File: src/rtl/serial_chunk_adder.sv
// Multi-cycle adder/subtractor: WIDTH-bit operands are summed CHUNK bits per
// clock through a carry register, with valid/ready handshakes on both sides.

module serial_chunk_add #(
  parameter int CHUNK = 4
) (
  input  logic [CHUNK-1:0] a,
  input  logic [CHUNK-1:0] b,
  input  logic             cin,
  output logic [CHUNK-1:0] r,
  output logic             cout,
  output logic             msb_cin
);
  assign {cout, r} = {1'b0, a} + {1'b0, b} + {{CHUNK{1'b0}}, cin};
  // Carry into the top bit recovered from the sum bit: r = a ^ b ^ cin at the MSB.
  assign msb_cin = a[CHUNK-1] ^ b[CHUNK-1] ^ r[CHUNK-1];
endmodule

module serial_chunk_adder #(
  parameter int WIDTH = 16,
  parameter int CHUNK = 4
) (
  input  logic             clk,
  input  logic             rst_n,
  input  logic             clear,
  input  logic             in_valid,
  output logic             in_ready,
  input  logic [WIDTH-1:0] a,
  input  logic [WIDTH-1:0] b,
  input  logic             sub,
  output logic             out_valid,
  input  logic             out_ready,
  output logic [WIDTH-1:0] sum,
  output logic             cout,
  output logic             ovf
);
  localparam int NCHUNK = WIDTH / CHUNK;
  localparam int CW     = (NCHUNK > 1) ? $clog2(NCHUNK) : 1;

  if (WIDTH < 1 || CHUNK < 1 || (WIDTH % CHUNK) != 0) begin : g_bad_param
    $error("serial_chunk_adder: WIDTH must be a positive multiple of CHUNK");
  end

  typedef enum logic [1:0] {IDLE, RUN, DONE} state_t;

  state_t           state;
  logic [WIDTH-1:0] a_q;
  logic [WIDTH-1:0] b_q;
  logic [CW-1:0]    cnt;
  logic             carry;

  logic [CHUNK-1:0] a_k, b_k, r_k;
  logic             c_k, msb_cin;

  assign a_k = a_q[cnt*CHUNK +: CHUNK];
  assign b_k = b_q[cnt*CHUNK +: CHUNK];

  serial_chunk_add #(.CHUNK(CHUNK)) u_add (
    .a       (a_k),
    .b       (b_k),
    .cin     (carry),
    .r       (r_k),
    .cout    (c_k),
    .msb_cin (msb_cin)
  );

  assign in_ready  = (state == IDLE);
  assign out_valid = (state == DONE);

  always_ff @(posedge clk or negedge rst_n) begin
    if (!rst_n) begin
      state <= IDLE;
      a_q   <= '0;
      b_q   <= '0;
      cnt   <= '0;
      carry <= 1'b0;
      sum   <= '0;
      cout  <= 1'b0;
      ovf   <= 1'b0;
    end else if (clear) begin
      state <= IDLE;
      cnt   <= '0;
      carry <= 1'b0;
      sum   <= '0;
      cout  <= 1'b0;
      ovf   <= 1'b0;
    end else begin
      case (state)
        IDLE: if (in_valid) begin
          // Subtraction runs as a + ~b + 1: invert b here, seed carry with sub.
          state <= RUN;
          a_q   <= a;
          b_q   <= b ^ {WIDTH{sub}};
          carry <= sub;
          cnt   <= '0;
        end
        RUN: begin
          sum[cnt*CHUNK +: CHUNK] <= r_k;
          carry <= c_k;
          cnt   <= cnt + 1'b1;
          if (cnt == CW'(NCHUNK - 1)) begin
            state <= DONE;
            cout  <= c_k;
            ovf   <= msb_cin ^ c_k;
          end
        end
        DONE: if (out_ready) state <= IDLE;
        default: state <= IDLE;
      endcase
    end
  end
endmodule
File: config.mk
export PLATFORM = sky130hd
export DESIGN_NAME = serial_chunk_adder
export DESIGN_NICKNAME = d
export VERILOG_FILES = /design/src/rtl/serial_chunk_adder.sv
export SDC_FILE = /design/constraint.sdc
export NUM_CORES = 1
export LEC_CHECK = 0
export CELL_PAD_IN_SITES_DETAIL_PLACEMENT = 1
export CELL_PAD_IN_SITES_GLOBAL_PLACEMENT = 2
export CORE_ASPECT_RATIO = 0.9
export CORE_MARGIN = 3
export CORE_UTILIZATION = 36
export CTS_CLUSTER_SIZE = 16
export DETAILED_ROUTE_END_ITERATION = 8
export PLACE_DENSITY = 0.88
export SETUP_SLACK_MARGIN = 0.15
export SYNTH_ARGS = -nofsm -noshare
export SYNTH_HDL_FRONTEND = slang
export SYNTH_SLANG_ARGS = --single-unit
File: constraint.sdc
create_clock -name clk -period 8.6 [get_ports clk]
set_input_delay 2.15 -clock clk [delete_from_list [all_inputs] [get_ports clk]]
set_output_delay 2.15 -clock clk [all_outputs]
set_load 0.005 [all_outputs]
== After elaboration in Yosys (flattened, before gate mapping) ==
Index checks and enable logic that the tools add are counted.

* Add/sub/neg operators: 4
* Eq/ne operators: 6
* Shift-type cells: 4
* Mux-type cells: 20
* Bitwise operators: 5
* Reductions and logical operators: 8

{| class="wikitable"
|+ Operator list
! kind !! count
|-
| $neg A4 Y34 || 1
|-
| $shift A4 B34 Y16 const A || 1
|-
| $shiftx A4 B34 Y16 || 1
|-
| $mux W16 || 2
|-
| $shiftx A16 B5 Y4 || 2
|-
| $bwmux W16 || 1
|-
| $xor A16 B16 Y16 || 1
|-
| $mux W2 || 6
|-
| $mux W1 || 8
|-
| $ne A3 B3 Y1 const B || 2
|-
| $pmux W2 S3 || 1
|-
| $reduce_and A3 Y1 || 2
|-
| $add A4 B4 Y5 || 1
|-
| $add A5 B1 Y5 || 1
|-
| $eq A2 B2 Y1 const B || 2
|-
| $pmux W2 S2 || 1
|-
| $reduce_and A2 Y1 || 2
|-
| $reduce_bool A2 Y1 || 2
|-
| $ne A3 B2 Y1 const B || 1
|-
| $reduce_bool A3 Y1 || 1
|-
| $xor A1 B1 Y1 || 3
|-
| $add A2 B1 Y2 const B || 1
|-
| $eq A2 B1 Y1 const B || 1
|-
| $logic_not A2 Y1 || 1
|-
| other kinds (2) || 2
|}

* Register bits: 55
* Input bits: 38
* Output and inout bits: 20
* Logic and storage cells: 55

== Longest topological paths before layout ==
* Depth after elaboration: 8
* Gate-level depth with buffers: 8
* Depth with buffers taken out: 7

== Modules after synthesis ==
A second synthesis with hierarchy kept.

* Cells, all modules: 227
* Area total of the unflattened synthesis: 2737.6 um^2

{| class="wikitable"
|+ By module, submodules not included
! module !! instances !! cells an instance !! area each (um^2) !! sequential area each (um^2)
|-
| serial_chunk_adder || 1 || 210 || 2596.2 || 1376.3
|-
| serial_chunk_add || 1 || 17 || 141.4 || 0.0
|}

== Least setup slack after synthesis ==
Ideal clock, no wire load.

* Kind: input -> register
* From: input port in_valid
* To: register a_q[10]
* Library setup time: 125 ps
* Arrival: 2917 ps
* Required time: 8475 ps
* Slack: 5558 ps
* Stages on the path: 4
* Path buffers: 1
* Cells stage by stage: nand2b_1 -> nor3_2 -> buf_2 -> mux2_2

* Cells in the longest elaborated chain, start to end: 1

{| class="wikitable"
|+ RTL lines
! item !! RTL line !! source
|-
| from (decl) || 26 || <nowiki>input logic in_valid,</nowiki>
|-
| $reduce_and A3 Y1 (no source line) || n/a ||
|-
| to (signal assigned) || 73 || <nowiki>a_q <= '0;</nowiki>
|-
| to (signal assigned) || 92 || <nowiki>a_q <= a;</nowiki>
|-
| to (decl) || 47 || <nowiki>logic [WIDTH-1:0] a_q;</nowiki>
|}

Every way passes these cells.
A chain may end at the register's enable or synchronous reset.

== Worst setup path in the final report ==
* From: input port clear
* To: register a_q[1]

* Cells in the longest elaborated chain, start to end: 2

{| class="wikitable"
|+ RTL lines
! item !! RTL line !! source
|-
| from (decl) || 25 || <nowiki>input logic clear,</nowiki>
|-
| $not A1 Y1 (no source line) || n/a ||
|-
| $reduce_and A3 Y1 (no source line) || n/a ||
|}

Every way passes these cells.

==> flow_metrics.tcl <==
set metrics [dict create \
    setup_ws_ns 4.82 \
    tightest_slew_ns 0.925 \
    ys_warn_count 0 \
    rows 29 \
    run_status "finished, final reports clean" \
    drc 0 \
    place_ws_ns 4.53 \
    max-vdd-ir-drop_v 0.0000702 \
    p_leak_nw 1.38 \
    critPathKind "input pin to register" \
    overflow 0 \
    synth_area_mm2 0.00266 \
    grt_start_max_net_pins 56 \
    layout_min_cycle_time_ns 3.78 \
    avgSynthCellArea_um2 12.6 \
    end_kind "register" \
    cts_setup_buffers 0 \
    grt_pass1_vias 1867 \
    final_cell_area_mm2 0.00340 \
    cts_root_buf "clkbuf_8" \
    critical_path_arrival_ns 3.97 \
    die_y_um 87.6 \
    layout_commonest_cell "clkdlybuf4s50_1" \
    finClkSkew_ns 0.00512 \
    ant_nets 0 \
    path_max_fanout 48 \
    cts_tree "yes" \
    core_area_mm2 0.00711 \
    layout_common_cells "56 x clkdlybuf4s50_1, 55 x dfrtp_1, 25 x nor2_1" \
    fmax_mhz 265 \
    postSynthCellCount 211 \
    num_vias 1778 \
    io-pin-count 58 \
    dieArea_mm2 0.00846 \
    ys_types 36 \
    numCtsBuffers 5 \
    h-tree-depth 2 \
    synth_top_area_share_pct 51.7 \
    setup_violations 0 \
    routed_via_density 4.95 \
    drtIter0Drc 37 \
    post-place-cells 351 \
    antenna_found_initial 0 \
    wl_um 5590 \
    area_delta_synth_final_pct 27.8 \
    multi_input_area_mm2 0.00121 \
    gp_congestion 0.756 \
    ff_latch_area_mm2 0.00138 \
    avgRoutedWirePerCell_um 15.6 \
    dp_hpwl_um 4000 \
    setup_tns_ns 0 \
    drive_gt1_share_pct 15.0 \
    rrSetupSlack_ns 5.21 \
    yosys.area.top_type "dfrtp_1" \
    start_kind "input pin" \
    fin_cells 359 \
    relSlewSlack_pct 38.1 \
    maxCapViolations 0 \
    slew_viol_final 0 \
    hp-class "register to register" \
    synth-seq-area-share_pct 51.7 \
    hold_buffers 0 \
    critPathRequiredTime_ns 8.79 \
    cts.sinks 55 \
    placed_area_mm2 0.00330 \
    drtPass1Iterations 4 \
    clock_path_buffers 2 \
    finalHoldViolCount 0 \
    cts_resized 0 \
    die_x_um 96.6 \
    fillers 754 \
    grt_use_total_pct 14.1 \
    finalCritPeriodShare_pct 43.9 \
    nNetsFinal 312 \
    port_buffers 57 \
    powerDensity_mw_per_mm2 193 \
    ys_ff_latch 55 \
    clkTransAtPathRegs_ns 0.09 \
    synthTopCellsByArea "dfrtp_1 52%, mux2_2 6.8%, mux4_2 6.8%" \
    rsz0062_at_grt "no" \
    grt_pass1_wl_um 9540 \
    initial_core_util_pct 37.4 \
    syn-num-nets 258 \
    clock_latency_ns 0.30 \
    diodes 0 \
]
-- Yosys cell counts --
| cell type | instances |
|---|---|
| buf_6 | 1 |
| xor2_1 | 1 |
| xnor2_1 | 18 |
| nor3_1 | 1 |
| and3_1 | 1 |
| nand3_1 | 1 |
| buf_2 | 6 |
| nor3_2 | 1 |
| nand3_4 | 1 |
| a32o_1 | 2 |
| a31o_2 | 1 |
| mux2_2 | 16 |
| nor2b_1 | 2 |
| and4_1 | 1 |
| nor2b_2 | 1 |
| or2b_1 | 1 |
| and2b_1 | 1 |
| nor2_1 | 25 |
| dfrtp_1 | 55 |
| ha_1 | 7 |
| a2111oi_0 | 1 |
| a211oi_1 | 3 |
| o21bai_1 | 1 |
| and3b_1 | 1 |
| nand2_1 | 2 |
| a21oi_1 | 22 |
| a21o_1 | 2 |
| mux4_2 | 8 |
| clkbuf_1 | 4 |
| nor2_2 | 1 |
| fa_1 | 2 |
| nand2b_1 | 1 |
| a22o_1 | 14 |
| nor4b_4 | 1 |
| inv_1 | 4 |
| buf_4 | 1 |
-- worst max-delay path: stages --
cell and delay, ns:
clkdlybuf4s50_1 0.70, nor3_4 0.26, buf_4 0.44, mux2_2 0.40
-- power by group --
| part | switching (mW) | leakage [nW] | internal [mW] | total [mW] |
|---|---|---|---|---|
| Clock | 0.0812 | 0.0515 | 0.0737 | 0.155 |
| Combinational | 0.0934 | 0.646 | 0.0927 | 0.186 |
| Sequential | 0.0225 | 0.681 | 0.293 | 0.315 |
| Total | 0.197 | 1.38 | 0.459 | 0.656 |
-- path summary, 6_finish.rpt --
check | start | to | depth (start not counted)
setup reg to reg | cnt[0] | carry | 7
hold / removal | sum[10] | sum[10] | 1
hold reg to reg | sum[10] | sum[10] | 1
min in group asynchronous | rst_n | sum[12] | 2
setup / recovery | clear | a_q[1] | 4
max in group asynchronous | rst_n | sum[10] | 2
-- metrics by stage --
step / utilization [%] / hold WS, ns / power, mW
global placement: 46.4 / 0.486 / 0.502
CTS: 47.8 / 0.515 / 0.665
global route: 47.8 / 0.538 / 0.697
floorplan: - / 0.475 / 0.435
detailed placement: 46.4 / 0.489 / 0.509
finish: 47.8 / 0.508 / 0.656
-- routing by layer --
metal	global-route usage [%]	routed length (µm)	vias up
met3	2.79	251	7
li1	-	-	857
met1	18.3	2550	873
met5	0	0	-
met4	3.06	49	0
met2	24.8	2740	41
-- sequential cells by signal, indices dropped and copies added (netlist names) --
register  flops
cout          1
carry         1
b_q          16
sum          16
state         2
cnt           2
ovf           1
a_q          16
-- kinds of logic (layout without fill, tap and decap cells) --
group	Yosys count	after routing	synth area share [%]
AOI/OAI and AO/OA	46	46	11.9
xor gates and xnor gates	19	19	6.26
adders and majority gates	9	9	4.80
buffers and inverters	16	71	2.96
DFF	55	55	51.7
muxes	24	24	13.5
and+or+nand+nor	42	42	8.84
-- layout make-up --
cell class              count  share of cell area (%)
clock buffers               8                    2.94
inverters                   4                   0.442
multi-input cells         140                    35.6
repair buffers             59                    17.1
flip-flops and latches     55                    40.5
well taps                  93                    3.42
Note: power is estimated with default switching activity, not from simulation.
==> RTL edit 1: new RTL, config.mk and constraints unchanged <==
The parameter `WIDTH` goes from 16 to 64.
--- a/src/rtl/serial_chunk_adder.sv
+++ b/src/rtl/serial_chunk_adder.sv
@@ -17,7 +17,7 @@
 endmodule
 
 module serial_chunk_adder #(
-  parameter int WIDTH = 16,
+  parameter int WIDTH = 64,
   parameter int CHUNK = 4
 ) (
   input  logic             clk,
Interface: changed (resized a, b and sum); port bits go from 58 to 202. The function was not compared with the original's and may differ.
==> RTL edit 1 against the original RTL <==
Design area rose to 3.8 times the old value; maximum frequency fell by 24%; non-clock buffer count rose by 150; final cell count rose to 3.9 times the old value; area after synthesis rose to 3.7 times the old value; clock skew rose by 0.0039 ns; sequential cell count rose by 146; global-route usage rose by 5.0 points; sequential share of layout area fell by 1.5 points; worst setup slack got worse by 1.2 ns; routed wire length rose to 5.1 times the old value; critical path depth rose by 2; power rose to 4.3 times the old value; critical path type unchanged.
==> RTL edit 1: results <==
export IMPL_post_route_cells_drive_above_1_share=0.1633
export IMPL_r2r_slack_ns=3.71
export IMPL_core_area_um2=26560
export IMPL_netSwitchingPower_mw=0.7880
export IMPL_finish_utilization=0.4862
export IMPL_drt_first_iter_violations=432
export IMPL_timing_clock_skew_ns=0.008974
export IMPL_maximum_fanout_count_along_the_critical_path=119
export IMPL_worstHoldPathCells=2
export IMPL_finalHoldWorstSlack_ns=0.4924
export IMPL_synth_xor_area_frac=0.06088
export IMPL_achievable_frequency_mhz=200.5
export IMPL_top_regs="a_q x64, b_q x64, sum x64"
export IMPL_regToRegEndpoint="sum[26]"
export IMPL_synthAdderAreaFrac=0.01162
export IMPL_cellLeakagePower_nw=5.102
export IMPL_filler_cell_count=2791
export IMPL_crit_path_end="a_q[56]"
export IMPL_reg2reg_depth=11
export IMPL_first_pass_grt_wire_length_mm=45.08
export IMPL_clk_pin_slew_ns=0.06
export IMPL_timing_hold_worst_endpoint="sum[1]"
export IMPL_comb_cell_power_mw=0.607
export IMPL_clock_network_area_share=0.06260
export IMPL_worstMarginPinSlew_ns=1.221
export IMPL_ys_top_cells_by_area="sky130_fd_sc_hd__dfrtp_1, sky130_fd_sc_hd__mux2_2, sky130_fd_sc_hd__mux4_2"
export IMPL_non_clk_buf_share=0.1602
export IMPL_cts_htree_levels=1
export IMPL_avgRoutedWirePerCell_um=20.52
export IMPL_run_status="finished, final reports clean"
export IMPL_syn_mean_instance_area_um2=11.72
export IMPL_arrival_ns=5.39
export IMPL_num_nonclk_inverters=10
export IMPL_layout_comb_gates_multi_input=573
export IMPL_place_detailed_instances=1341
export IMPL_globalplace_congestion=0.7936
export IMPL_detailroute_via_count=7343
export IMPL_clock_buf_count=30
export IMPL_firstDrtPassIters=5
export IMPL_area_of_the_multi_input_gates_um2=4527
export IMPL_cts_root_buf="sky130_fd_sc_hd__clkbuf_16"
export IMPL_placement_io_buffers=201
export IMPL_vdd_drop_max_mv=0.1247
export IMPL_gr_usage_all_layers=0.1909
export IMPL_place_detailed_hpwl_mm=20.05
export IMPL_compound_cell_area_share_of_the_yosys_netlist=0.1149
export IMPL_via_count_of_the_first_global_routing_pass=7878
export IMPL_netlist_top_cells_count="sky130_fd_sc_hd__dfrtp_1, sky130_fd_sc_hd__nor2_1, sky130_fd_sc_hd__a21oi_1"
export IMPL_synth_area_mux_share=0.1647
export IMPL_sequentialPower_mw=1.16
export IMPL_nNetsFinal=1160
export IMPL_largest_net_degree_at_the_start_of_global_routing=120
export IMPL_detail_route_wirelength_mm=28.37
export IMPL_reg_area_um2=5035
export IMPL_yosys_cell_types_count=63
export IMPL_hold_start="sum[1]"
export IMPL_power_attributed_to_the_clock_group_mw=1.04
export IMPL_sequential_cell_total=201
==> RTL edit 1: cell count changes after synthesis, moves of 25 or more <==
cell                      change
sky130_fd_sc_hd__a21oi_1     +67
sky130_fd_sc_hd__buf_2       +25
sky130_fd_sc_hd__dfrtp_1    +146
sky130_fd_sc_hd__mux2_2      +48
sky130_fd_sc_hd__nor2_1      +78
sky130_fd_sc_hd__o21ai_0     +26
sky130_fd_sc_hd__xnor2_1     +48
==> RTL edit 1: critical path: stages <==
cell,delay (ns)
sky130_fd_sc_hd__buf_2,0.10
sky130_fd_sc_hd__buf_4,0.30
sky130_fd_sc_hd__inv_1,0.41
sky130_fd_sc_hd__and3_4,0.90
sky130_fd_sc_hd__buf_4,0.97
sky130_fd_sc_hd__mux2_2,0.41
==> RTL edit 1: metal layers <==
layer | up-vias | wire length [um] | global-route usage
met5 | - | 0 | 0
met3 | 38 | 1345 | 0.02806
met2 | 210 | 13880 | 0.3244
li1 | 3377 | - | -
met4 | 0 | 609 | 0.03941
met1 | 3718 | 12540 | 0.2626
==> RTL edit 2: new RTL, config.mk and constraints unchanged <==
Made on the original files. Re-encode `state_t` (3 states) as one-hot, 3 bits wide.
--- a/src/rtl/serial_chunk_adder.sv
+++ b/src/rtl/serial_chunk_adder.sv
@@ -41,7 +41,7 @@
     $error("serial_chunk_adder: WIDTH must be a positive multiple of CHUNK");
   end
 
-  typedef enum logic [1:0] {IDLE, RUN, DONE} state_t;
+  typedef enum logic [2:0] {IDLE = 3'b001, RUN = 3'b010, DONE = 3'b100} state_t;
 
   state_t           state;
   logic [WIDTH-1:0] a_q;
Check against the original RTL: same outputs for any inputs over 10 cycles, from zero or initial values and one cycle with rst_n low; not proved beyond that.
==> RTL edit 2 against the original RTL <==
Power down 3.3%; clock skew grew 0.0030 ns; area after synthesis is 7.0% higher; core utilization shrank 0.84 points; sequential cell count is 1 higher; design area increased by 5.3%; routed wire length is 12% higher; worst setup slack lost 0.047 ns; critical endpoint is now in_ready; largest power group unchanged.
==> RTL edit 2: results <==
export IMPL_run_status="finished, final reports clean"
export IMPL_hold_start="b_q[15]"
export IMPL_synth_xor_area_frac=0.05538
export IMPL_place_detailed_instances=390
export IMPL_worst_skew_pair_late_latency_ns=0.32
export IMPL_place_detailed_hpwl_mm=4.506
export IMPL_vdd_drop_max_mv=0.07326
export IMPL_compound_cell_area_share_of_the_yosys_netlist=0.08659
export IMPL_syn_mean_instance_area_um2=11.43
export IMPL_netSwitchingPower_mw=0.1924
export IMPL_net_count_after_synthesis=296
export IMPL_drt_first_iter_violations=52
export IMPL_nNetsFinal=348
export IMPL_place_worst_setup_slack_ns=4.602
export IMPL_finalHoldWorstSlack_ns=0.4892
export IMPL_maximum_fanout_count_along_the_critical_path=9
export IMPL_gr_usage_all_layers=0.1504
export IMPL_yosys_cell_types_count=43
export IMPL_worstHoldPathCells=2
export IMPL_regToRegEndpoint="carry"
export IMPL_cellLeakagePower_nw=1.433
export IMPL_r2r_slack_ns=5.19
export IMPL_clock_tree_buffer_depth=2
export IMPL_synthAdderAreaFrac=0.04484
export IMPL_avgRoutedWirePerCell_um=15.80
export IMPL_critical_path_slowest_cell="sky130_fd_sc_hd__dfstp_2"
export IMPL_placedInstanceArea_um2=3482
export IMPL_worstHoldPathType="reg2reg"
export IMPL_slew_headroom=0.3619
export IMPL_post_route_cells_drive_above_1_share=0.1424
export IMPL_comb_power_share=0.254
export IMPL_via_count_of_the_first_global_routing_pass=2251
export IMPL_crit_path_end="in_ready"
export IMPL_routed_via_density=5.090
export IMPL_netlist_top_cells_count="sky130_fd_sc_hd__dfrtp_1, sky130_fd_sc_hd__nand2_1, sky130_fd_sc_hd__o21ai_0"
export IMPL_first_pass_grt_wire_length_mm=10.86
export IMPL_max_stage_delay_ns=0.63
export IMPL_timing_hold_worst_endpoint="b_q[15]"
export IMPL_power_switching_fraction=0.3032
export IMPL_crit_path_start="state[0]"
export IMPL_detail_route_wirelength_mm=6.287
export IMPL_ys_top_cells_by_area="sky130_fd_sc_hd__dfrtp_1, sky130_fd_sc_hd__mux2_2, sky130_fd_sc_hd__mux4_2"
export IMPL_largest_net_degree_at_the_start_of_global_routing=57
export IMPL_worst_setup_slack_final_ns=4.775
export IMPL_timing_clock_skew_ns=0.008129
export IMPL_arrival_ns=1.67
export IMPL_synth_area_mux_share=0.1345
export IMPL_synth_yosys_seq_area_share=0.4927
export IMPL_globalplace_congestion=0.7808
==> RTL edit 2: per-layer routing <==
| layer | up-vias | GRT usage | wire length (um) |
|---|---|---|---|
| met2 | 48 | 0.2656 | 3238 |
| met5 | - | 0 | 0 |
| met3 | 5 | 0.03243 | 267 |
| li1 | 972 | - | - |
| met4 | 0 | 0.03527 | 41 |
| met1 | 1001 | 0.1862 | 2740 |
==> RTL edit 2: layout make-up <==
| type | instances | area [um2] |
|---|---|---|
| Sequential cell | 56 | 1403 |
| Tap cell | 96 | 120.1 |
| Fill cell | 823 | 4041 |
| Clock inverter | 3 | 27.53 |
| Multi-Input combinational cell | 174 | 1356 |
| Inverter | 4 | 15.01 |
| Timing Repair Buffer | 60 | 588.1 |
| Clock buffer | 5 | 68.82 |
==> RTL edit 2: critical path, delay by kind of cell, from the launching register on <==
family | cells | cell delay (ns)
flops | 1 | 0.63
buf+inv | 1 | 0.53
simple gates | 1 | 0.19
